**src/rtl/pipeline_pkg.sv**
```systemverilog
// Shared types and helpers for the core pipeline stages.
package pipeline_pkg;

    typedef struct packed {
        logic flush;
        logic freeze;
        logic soft_reset;
    } stage_ctrl_t;

    // Pointer width that never collapses to zero for single-entry buffers.
    function automatic int unsigned clog2_safe(input int unsigned n);
        if (n <= 1) return 1;
        return $unsigned($clog2(n));
    endfunction

endpackage

```
**src/rtl/ring_ptr_ctrl.sv**
```systemverilog
// Circular-buffer bookkeeping: read/write pointers with arbitrary-DEPTH wrap and an explicit count.
module ring_ptr_ctrl
    import pipeline_pkg::*;
#(
    parameter  int unsigned DEPTH = 2,
    localparam int unsigned PTR_W = clog2_safe(DEPTH),
    localparam int unsigned OCC_W = $clog2(DEPTH + 1)
) (
    input  logic             clk_i,
    input  logic             rst_i,
    input  logic             clear_i,
    input  logic             push_i,
    input  logic             pop_i,
    output logic [PTR_W-1:0] wr_ptr_o,
    output logic [PTR_W-1:0] rd_ptr_o,
    output logic [OCC_W-1:0] count_o,
    output logic             full_o,
    output logic             empty_o
);

    logic [PTR_W-1:0] wr_ptr_q, wr_ptr_d;
    logic [PTR_W-1:0] rd_ptr_q, rd_ptr_d;
    logic [OCC_W-1:0] count_q, count_d;

    function automatic logic [PTR_W-1:0] ptr_inc(input logic [PTR_W-1:0] p);
        return (p == PTR_W'(DEPTH - 1)) ? '0 : p + PTR_W'(1);
    endfunction

    always_comb begin
        wr_ptr_d = wr_ptr_q;
        rd_ptr_d = rd_ptr_q;
        count_d  = count_q;
        if (clear_i) begin
            wr_ptr_d = '0;
            rd_ptr_d = '0;
            count_d  = '0;
        end else begin
            if (push_i) wr_ptr_d = ptr_inc(wr_ptr_q);
            if (pop_i)  rd_ptr_d = ptr_inc(rd_ptr_q);
            case ({push_i, pop_i})
                2'b10:   count_d = count_q + OCC_W'(1);
                2'b01:   count_d = count_q - OCC_W'(1);
                default: count_d = count_q;
            endcase
        end
    end

    always_ff @(posedge clk_i) begin
        if (rst_i) begin
            wr_ptr_q <= '0;
            rd_ptr_q <= '0;
            count_q  <= '0;
        end else begin
            wr_ptr_q <= wr_ptr_d;
            rd_ptr_q <= rd_ptr_d;
            count_q  <= count_d;
        end
    end

    assign wr_ptr_o = wr_ptr_q;
    assign rd_ptr_o = rd_ptr_q;
    assign count_o  = count_q;
    assign full_o   = (count_q == OCC_W'(DEPTH));
    assign empty_o  = (count_q == '0);

endmodule

```
**src/rtl/elastic_pipeline_stage.sv**
```systemverilog
// Multi-entry valid/ready pipeline register with flush, soft reset, global freeze and stall statistics.
module elastic_pipeline_stage
    import pipeline_pkg::*;
#(
    parameter  int unsigned WIDTH = 97,
    parameter  int unsigned DEPTH = 2,
    parameter  int unsigned CNT_W = 16,
    localparam int unsigned PTR_W = clog2_safe(DEPTH),
    localparam int unsigned OCC_W = $clog2(DEPTH + 1)
) (
    input  logic             clk_i,
    input  logic             rst_i,
    input  logic             soft_reset_i,
    input  logic             freeze_i,
    input  logic             flush_i,
    input  logic             in_valid_i,
    output logic             in_ready_o,
    input  logic [WIDTH-1:0] in_data_i,
    output logic             out_valid_o,
    input  logic             out_ready_i,
    output logic [WIDTH-1:0] out_data_o,
    output logic [OCC_W-1:0] occupancy_o,
    output logic [CNT_W-1:0] stall_count_o,
    output logic [WIDTH-1:0] flat_o
);

    stage_ctrl_t      ctrl;
    logic             clr_all;
    logic             push, pop;
    logic             full, empty;
    logic [PTR_W-1:0] wr_ptr, rd_ptr;
    logic [WIDTH-1:0] mem_q [DEPTH];
    logic [CNT_W-1:0] stall_q, stall_d;

    assign ctrl    = '{flush: flush_i, freeze: freeze_i, soft_reset: soft_reset_i};
    assign clr_all = rst_i | ctrl.soft_reset;

    // Readiness depends only on own state and freeze, never on the opposite side.
    assign in_ready_o  = !full  && !ctrl.freeze;
    assign out_valid_o = !empty && !ctrl.freeze;
    assign push        = in_valid_i  && in_ready_o;
    assign pop         = out_valid_o && out_ready_i;

    ring_ptr_ctrl #(.DEPTH(DEPTH)) u_ptr (
        .clk_i    (clk_i),
        .rst_i    (clr_all),
        .clear_i  (ctrl.flush),
        .push_i   (push),
        .pop_i    (pop),
        .wr_ptr_o (wr_ptr),
        .rd_ptr_o (rd_ptr),
        .count_o  (occupancy_o),
        .full_o   (full),
        .empty_o  (empty)
    );

    always_ff @(posedge clk_i) begin
        if (clr_all) begin
            for (int unsigned i = 0; i < DEPTH; i++) mem_q[i] <= '0;
        end else if (!ctrl.flush && push) begin
            mem_q[wr_ptr] <= in_data_i;
        end
    end

    // Saturating stall counter; a flush cycle commits nothing, freeze already masks out_valid_o.
    always_comb begin
        stall_d = stall_q;
        if (!ctrl.flush && out_valid_o && !out_ready_i && (stall_q != '1))
            stall_d = stall_q + CNT_W'(1);
    end

    always_ff @(posedge clk_i) begin
        if (clr_all) stall_q <= '0;
        else         stall_q <= stall_d;
    end

    assign out_data_o    = empty ? '0 : mem_q[rd_ptr];
    assign flat_o        = out_data_o;
    assign stall_count_o = stall_q;

endmodule

```
**config.mk**
```make
export PLATFORM = sky130hd
export DESIGN_NAME = elastic_pipeline_stage
export DESIGN_NICKNAME = d
export VERILOG_FILES = /design/src/rtl/pipeline_pkg.sv /design/src/rtl/ring_ptr_ctrl.sv /design/src/rtl/elastic_pipeline_stage.sv
export SDC_FILE = /design/constraint.sdc
export NUM_CORES = 1
export LEC_CHECK = 0
export CAP_MARGIN = 25
export CORE_ASPECT_RATIO = 0.6
export CORE_UTILIZATION = 51
export DETAILED_ROUTE_END_ITERATION = 8
export PLACE_DENSITY = 0.83
export RECOVER_POWER = 50
export SETUP_SLACK_MARGIN = 0.1
export SYNTH_ARGS = -nofsm -noshare
export SYNTH_HDL_FRONTEND = slang
export SYNTH_SLANG_ARGS = --single-unit
```
**constraint.sdc**
```tcl
create_clock -name clk_i -period 8.9 [get_ports clk_i]
set_clock_uncertainty 0.2 [all_clocks]
set_input_delay 0.89 -clock clk_i [delete_from_list [all_inputs] [get_ports clk_i]]
set_output_delay 0.89 -clock clk_i [all_outputs]
set_load 0.005 [all_outputs]
```
==> results of run 1 <==
==> worst max-delay path by stage <==
stage	from	to	slack, ns	depth (start not counted)
CTS	register	out_data_o[31]	4.48	4
floorplan	soft_reset_i	mem_q[0][0]	4.07	5
finish	soft_reset_i	mem_q[1][32]	3.46	6
global placement	soft_reset_i	mem_q[1][17]	4.14	6
global route	soft_reset_i	mem_q[1][32]	3.15	6
detailed placement	soft_reset_i	mem_q[1][22]	4.06	6
==> per-layer routing <==
metal / global-route usage, % / up-vias / share of wire [%]
met5: 0 / - / 0
met4: 3.794 / 0 / 1.3
met3: 4.373 / 23 / 7.6
met2: 36.52 / 277 / 49
met1: 28.17 / 3279 / 42
li1: - / 3265 / -
==> stage by stage <==
stage	cell area [sq um]	total power, mW	hold slack, ns	utilization, %
finish	13760	2.136	0.3036	68.37
global route	13750	2.198	0.3348	68.36
CTS	13810	2.152	0.3057	68.62
detailed placement	13150	1.293	0.2968	65.34
global placement	13150	1.289	0.2927	65.34
floorplan	10540	1.218	0.2785	-
==> synthesized netlist by cell type (6+ instances only) <==
cell / count
sky130_fd_sc_hd__buf_2: 10
sky130_fd_sc_hd__or4_1: 6
sky130_fd_sc_hd__edfxtp_1: 194
sky130_fd_sc_hd__and2_1: 196
sky130_fd_sc_hd__buf_4: 99
sky130_fd_sc_hd__clkbuf_2: 7
sky130_fd_sc_hd__or3_1: 6
sky130_fd_sc_hd__inv_1: 6
sky130_fd_sc_hd__o31ai_1: 7
sky130_fd_sc_hd__clkbuf_1: 19
sky130_fd_sc_hd__buf_6: 7
sky130_fd_sc_hd__mux2i_1: 98
sky130_fd_sc_hd__nand3_1: 7
sky130_fd_sc_hd__nor2_1: 104
sky130_fd_sc_hd__nand2_1: 7
sky130_fd_sc_hd__dfxtp_1: 21
sky130_fd_sc_hd__a21oi_1: 10
==> registers in the layout (all words and copies together), names as in the netlist, named ones only <==
register and count:
u_ptr.count_o 2, u_ptr.rd_ptr_o 1, stall_count_o 16, u_ptr.wr_ptr_o 1, mem_q 194
==> critical path, stage by stage <==
cell	delay, ns
sky130_fd_sc_hd__dlygate4sd3_1	0.60
sky130_fd_sc_hd__or3_1	0.55
sky130_fd_sc_hd__nor3_4	0.16
sky130_fd_sc_hd__buf_4	0.69
sky130_fd_sc_hd__nand2b_1	1.53
sky130_fd_sc_hd__buf_4	0.84
==> area by class of cell <==
type,count,area (sq um),area share [%]
sequential,215,6250,45.43
multi-input combinational,489,3262,23.71
timing repair buffer,323,3218,23.39
clock buffer,25,540.5,3.929
tap,273,341.6,2.483
clock inverter,10,118.9,0.8641
inverter,6,22.52,0.1637
antenna,1,2.502,0.01819
==> kinds of logic after synthesis <==
family                   share of synthesized area, %
AND/OR/NAND/NOR                                 19.04
flip-flops                                      59.27
buffers and inverters                           9.498
multiplexers                                    9.308
AO/OA/AOI/OAI                                   2.398
XOR/XNOR                                       0.2494
adder cells (fa/ha/maj)                        0.2374
==> power groups by stage <==
stage                     combinational [mW]  sequential, mW  clock, mW
final                                  0.119            1.15      0.866
after floorplan                       0.0456            1.17          0
after global placement                 0.120            1.17          0
after CTS                              0.122            1.15      0.880
after global routing                   0.128            1.15      0.916
after detailed placement               0.121            1.17          0
==> placed cells by master, fill, tap and decap left out, types with 4 or more instances in the layout <==
| cell | n |
|---|---|
| sky130_fd_sc_hd__clkdlybuf4s50_1 | 276 |
| sky130_fd_sc_hd__edfxtp_1 | 194 |
| sky130_fd_sc_hd__and2_1 | 135 |
| sky130_fd_sc_hd__nor2_1 | 103 |
| sky130_fd_sc_hd__mux2i_1 | 98 |
| sky130_fd_sc_hd__and2_0 | 61 |
| sky130_fd_sc_hd__dlygate4sd3_1 | 41 |
| sky130_fd_sc_hd__clkbuf_16 | 21 |
| sky130_fd_sc_hd__dfxtp_1 | 20 |
| sky130_fd_sc_hd__a21oi_1 | 10 |
| sky130_fd_sc_hd__nand2_1 | 8 |
| sky130_fd_sc_hd__nand3_1 | 7 |
| sky130_fd_sc_hd__o31ai_1 | 7 |
| sky130_fd_sc_hd__inv_1 | 6 |
| sky130_fd_sc_hd__or3_1 | 6 |
| sky130_fd_sc_hd__or4_1 | 6 |
| sky130_fd_sc_hd__buf_4 | 6 |
| sky130_fd_sc_hd__clkinv_1 | 5 |
| sky130_fd_sc_hd__nand4_1 | 4 |
| sky130_fd_sc_hd__o21ai_0 | 4 |
| sky130_fd_sc_hd__clkbuf_1 | 4 |
==> impl_results.md, run 1 <==
* Status: finished with violations
* Violations in the final reports: capacitance limit, slew limit
* Pwr Density at 155.3 nW/um^2
* Clock transition at the registers of the reported paths at 0.06 ns
* Number of remaining DRC errors at 0
* Detailed-routing iteration count for the pre-antenna-repair pass at 5
* Critical path startpoint category: input port
* Fmax at 0.1838 GHz
* Filler Cells Inserted at roughly 1.5k
* Total placed cells including tap cells at 1306
* Count of nets left with antenna violations after detail routing at 0
* Antenna violations before repair at 1
* Max Root-Sink Buffers at 3
* Final cycle utilization of the critical path at 61.14%
* Worst Min Path Start: u_ptr.wr_ptr_o
* Routed wire length at 23480 um
* Worst skew pair latency at between 0.4 and 0.5 ns
* Count of flip-flops with a built-in enable after synthesis at 194
* Cell area after technology mapping at between 10000 and 15000 sq um
* Final Max Tran Viols at 83
* Max_slew headroom at -30.83%
* Hold endpoint: u_ptr.wr_ptr_o
* Actual transition at the worst max-transition pin at 1.962 ns
* Post-synthesis sequential area ratio at 59.27%
* Register share of total power at a little over half
* Unrepaired setup endpoints after global routing: no
* Worst reg2reg startpoint: u_ptr.count_o[0]
* Aggregate global-route resource usage at 21.21%
* Weighted congestion at the end of routability-driven global placement at 0.8515
* Post-layout nets at about 1.2k
* Leakage power at 4.851 nW
* Number of distinct library cells after synthesis at 47
* Port Buffers at 317
* Proportion of total power due to net switching at 19.51%
* CTS tree: done
* Worst-case reg-to-reg path depth at 5
* Worst reg2reg endpoint: mem_q[1][32]
* Worst setup margin at about 3.5 ns
* First DRT Iteration DRCs at approximately 430
* Count of non-filler cells in the finished layout at 1342
* Critical Path End Type: register
* Core Box Area at between 20000 and 25000 sq um
* Initial standard-cell utilization of the core at 52.38%
* Synthesized Nets at 958
* Top cell type's share of synthesized area at 55.28%
* Yosys warnings at 0
* Hold Crit Depth at 2
* Signed area change from the synthesized netlist to the final layout at 30.52%
* TritonCTS sink count at 215
* Share of flip-flops with an asynchronous set or reset at 0%
* Total of hold buffers inserted after clock tree synthesis at 0
* Via count of the first global-routing pass at ~6.6k
* Setup Crit Path Kind: input port to register
* Setup TNS at 0 ns
* Wire length per cell after detailed routing at between 15 and 20 um
* Proportion of layout cells with a drive suffix above 1 at 4.026%
* TritonCTS Buffers at 20
* Clk pwr share at 40.6%
* HPWL reported at the end of detailed placement at 15680 um
* Pre-CTS setup slack at 4.055 ns
* Vertical extent of the die at 113.4 um
* Int Pwr at between 1.5 and 2 mW
* DIE AREA at between 20000 and 25000 sq um
* Sw Pwr at between 0.4 and 0.5 mW
* Post-CTS Repair Setup Buffers at 0
* Top cells by area, synth: sky130_fd_sc_hd__edfxtp_1 55%, sky130_fd_sc_hd__and2_1 12%, sky130_fd_sc_hd__mux2i_1 9.3%
* Data required time at the worst endpoint at 8.81 ns
* Number of instances in the synthesized netlist at roughly 850
* Kind of path behind the tightest hold check: register to register
* Cells resized by post-CTS repair at 0
* Via count of the routed design at ~7k
* Final hold violations at 0
* Std cell rows at 40
* Syn Area/Cell at 12.37 sq um
* Clock root buffer master: sky130_fd_sc_hd__clkbuf_16
* Via-to-Cell Ratio at 5.100
* Max capacitance violation total at 2
* Cell type with the largest total area after synthesis: sky130_fd_sc_hd__edfxtp_1
* Die width at around 190 um
* CTS H-tree lvls at 1
* Max Fanout on Critical Path at 98
* Combinational power share at 5.6%
* Most used DFF post-synth: sky130_fd_sc_hd__edfxtp_1
* Tmin final at 5.441 ns
* Data arrival at the endpoint of the critical path at 5.35 ns
* Flop-to-flop setup slack at 4.22 ns
* Maximum number of pins on one net before global-route repair at about 100
* Flip-flop and latch count after synthesis at 215
* Final setup violation count at 0
* Total grt overflow at 0
* Number of top-level pins at 318
* Maximum ir drop on the vdd rail at 0.0001152 V
* First-pass GRT wire length at 35050 um
Power figures use the tool's default switching activity.
==> run 2, diff against run 1 <==
- CORE_UTILIZATION: 51 -> 43
- PLACE_DENSITY: 0.83 -> 0.74
- clock period: 8.9 -> 4.8 ns (I/O delays scaled with it)
==> impl_results.md, run 2 (same netlist as run 1, synthesis figures left out) <==
* Setup Crit Path Kind: input port to register
* Util after Layout at 58.99% (-9.4 points)
* Max Root-Sink Buffers at 3 (unchanged)
* Critical Path End Type: register
* Kind of path behind the tightest hold check: register to register
* Tmin final at approximately 3.8 ns
* Max FFs per register at 194 (unchanged)
* DIE AREA at 25160 sq um (+18%)
* Clock root buffer master: sky130_fd_sc_hd__clkbuf_16
* Final cycle utilization of the critical path at 79.86%
* HPWL reported at the end of detailed placement at 16120 um (+2.8%)
* Port Buffers at 317 (unchanged)
* CTS H-tree lvls at 1 (unchanged)
* Int Pwr at 3.317 mW (+93%)
* Std cell rows at 43 (+7.5%)
* Met1 routing resource usage after global routing at 26.66% (-1.5 points)
* Number of top-level pins at 318 (unchanged)
* Combinational power share at 5.3% (-0.3 points)
* Worst skew pair latency at 0.50 ns (about the same)
* Actual transition at the worst max-transition pin at 2.257 ns (+0.2944 ns)
* Count of nets left with antenna violations after detail routing at 0 (unchanged)
* TritonCTS Buffers at 22 (+10%)
* Count of non-filler cells in the finished layout at 1389 (+3.5%)
* Max Fanout on Critical Path at 54 (-45%)
* Max_slew headroom at -50.46% (-20 points)
* Register share of total power at 51.7% (-2.2 points)
* Most heavily used metal layer in global routing: met2
* Total grt overflow at 0 (unchanged)
* Routed wire length at 24440 um (+4.1%)
* Critical path startpoint category: input port
* Antenna violations before repair at 2 (+1)
* Proportion of layout cells with a drive suffix above 1 at 4.287% (+0.26 points)
* Clock transition at the registers of the reported paths at 0.06 ns (about the same)
* Final Max Tran Viols at 283 (+240%)
* Pwr Density at 296.9 nW/um^2 (+91%)
* Initial standard-cell utilization of the core at 44.72% (-7.7 points)
* Weighted congestion at the end of routability-driven global placement at 0.8609 (+1.1%)
* Setup TNS at 0 ns (unchanged)
* Data required time at the worst endpoint at 4.76 ns (-4.05 ns)
* Detailed-routing iteration count for the pre-antenna-repair pass at 4 (-1)
* Signed area change from the synthesized netlist to the final layout at 31.90%
* Final setup violation count at 0 (unchanged)
* Total placed cells including tap cells at 1350 (+3.4%)
* Vertical extent of the die at 123.3 um (+8.7%)
* Clk pwr share at 43.0% (+2.4 points)
* Via count of the first global-routing pass at 6696 (+1.9%)
* First-pass GRT wire length at 37140 um (+6.0%)
* TritonCTS sink count at 215 (unchanged)
* Die width at 204.1 um (+8.8%)
* Cell area after placement at 13250 sq um (+0.80%)
* Most common cell after layout, fill and taps aside: sky130_fd_sc_hd__clkdlybuf4s50_1
* Leakage power at 4.820 nW (-0.63%)
* Via count of the routed design at 6836 (-0.12%)
* Highest-count cells in the layout ignoring fill and taps: 298 x sky130_fd_sc_hd__clkdlybuf4s50_1, 194 x sky130_fd_sc_hd__edfxtp_1, 131 x sky130_fd_sc_hd__and2_1
* Unrepaired setup endpoints after global routing: no
* Post-CTS Repair Setup Buffers at 0 (unchanged)
* Met3 demand-to-capacity share in global routing at 4.085% (-0.29 points)
* Sw Pwr at 0.8101 mW (+94%)
* Design Area, Final at 13900 sq um (+1.1%)
* Proportion of total power due to net switching at 19.63% (+0.12 points)
* Largest Register: mem_q
* Core Box Area at 23570 sq um (+17%)
* Cells resized by post-CTS repair at 0 (unchanged)
* Number of remaining DRC errors at 0 (unchanged)
* CTS tree: done
* Violations in the final reports: capacitance limit, slew limit
* Max capacitance violation total at 4 (+2)
* Wire length per cell after detailed routing at 17.59 um (+0.58%)
* Via-to-Cell Ratio at 4.922 (-3.5%)
* Maximum number of pins on one net before global-route repair at 98 (-1.0%)
* Maximum ir drop on the vdd rail at 0.0002156 V (+87%)
* First DRT Iteration DRCs at 368 (-13%)
* Data arrival at the endpoint of the critical path at 3.79 ns (-1.56 ns)
* Aggregate global-route resource usage at 19.09% (-2.1 points)
* Status: finished with violations
* Fmax at 0.2609 GHz
* Total of hold buffers inserted after clock tree synthesis at 0 (unchanged)
* GR Layer Usage met2 at 30.78% (-5.7 points)
* Post-layout nets at 1165 (+0.34%)
* Final hold violations at 0 (unchanged)
[run 2: cell types whose count changed in the layout (fill, tap and decap cells not counted), moves of 2 or more]
cell,before,now
sky130_fd_sc_hd__clkdlybuf4s50_1,276,298
sky130_fd_sc_hd__dlygate4sd3_1,41,19
sky130_fd_sc_hd__and2_0,61,65
sky130_fd_sc_hd__and2_1,135,131
sky130_fd_sc_hd__buf_12,0,3
sky130_fd_sc_hd__buf_4,6,3
sky130_fd_sc_hd__nor3_1,1,4
sky130_fd_sc_hd__clkbuf_16,21,23
sky130_fd_sc_hd__clkbuf_2,0,2
sky130_fd_sc_hd__nor3_4,2,0
[run 2: layer usage]
layer | vias to the layer above | share of wire, %
li1 | 3280 | -
met1 | 3302 | 45
met2 | 225 | 47
met3 | 29 | 6.7
met4 | 0 | 1.5
met5 | - | 0
[run 2: final timing paths]
path	endpoint	start	depth (start not counted)	slack, ns
min reg2reg	u_ptr.wr_ptr_o	u_ptr.wr_ptr_o	2	0.28
max reg2reg	mem_q[1][18]	u_ptr.count_o[0]	4	1.13
min	u_ptr.wr_ptr_o	u_ptr.wr_ptr_o	2	0.28
max	mem_q[1][18]	soft_reset_i	5	0.97
[run 2: area by class of cell]
type	instances	area, sq um
Antenna cell	1	2.502
Timing Repair Buffer	325	3266
Multi-Input combinational cell	489	3222
Tap cell	315	394.1
Clock buffer	26	586.8
Clock inverter	12	157.7
Fill cell	1925	9664
Sequential cell	215	6250
Inverter	6	22.52
[run 2: worst max-delay path, cell delays in order]
cell	delay [ns]
sky130_fd_sc_hd__clkdlybuf4s50_1	0.46
sky130_fd_sc_hd__or3_1	0.51
sky130_fd_sc_hd__nor3_1	0.22
sky130_fd_sc_hd__nand2b_1	1.68
sky130_fd_sc_hd__buf_12	0.37
[run 2: stage by stage]
step	hold slack, ns	power [mW]	worst slack [ns]
after global routing	0.2952	4.257	0.7058
after floorplan	0.2785	2.258	0.3774
after CTS	0.3111	4.171	1.271
final	0.2771	4.127	0.9668
after global placement	0.2946	2.389	1.575
after detailed placement	0.3038	2.396	1.548
[run 2: power by group through the flow]
stage                     clock [mW]  sequential [mW]  combinational, mW
after floorplan                    0             2.17             0.0846
after global placement             0             2.17              0.221
after detailed placement           0             2.17              0.223
after CTS                       1.81             2.13              0.225
after global routing            1.88             2.14              0.238
final                           1.78             2.13              0.219
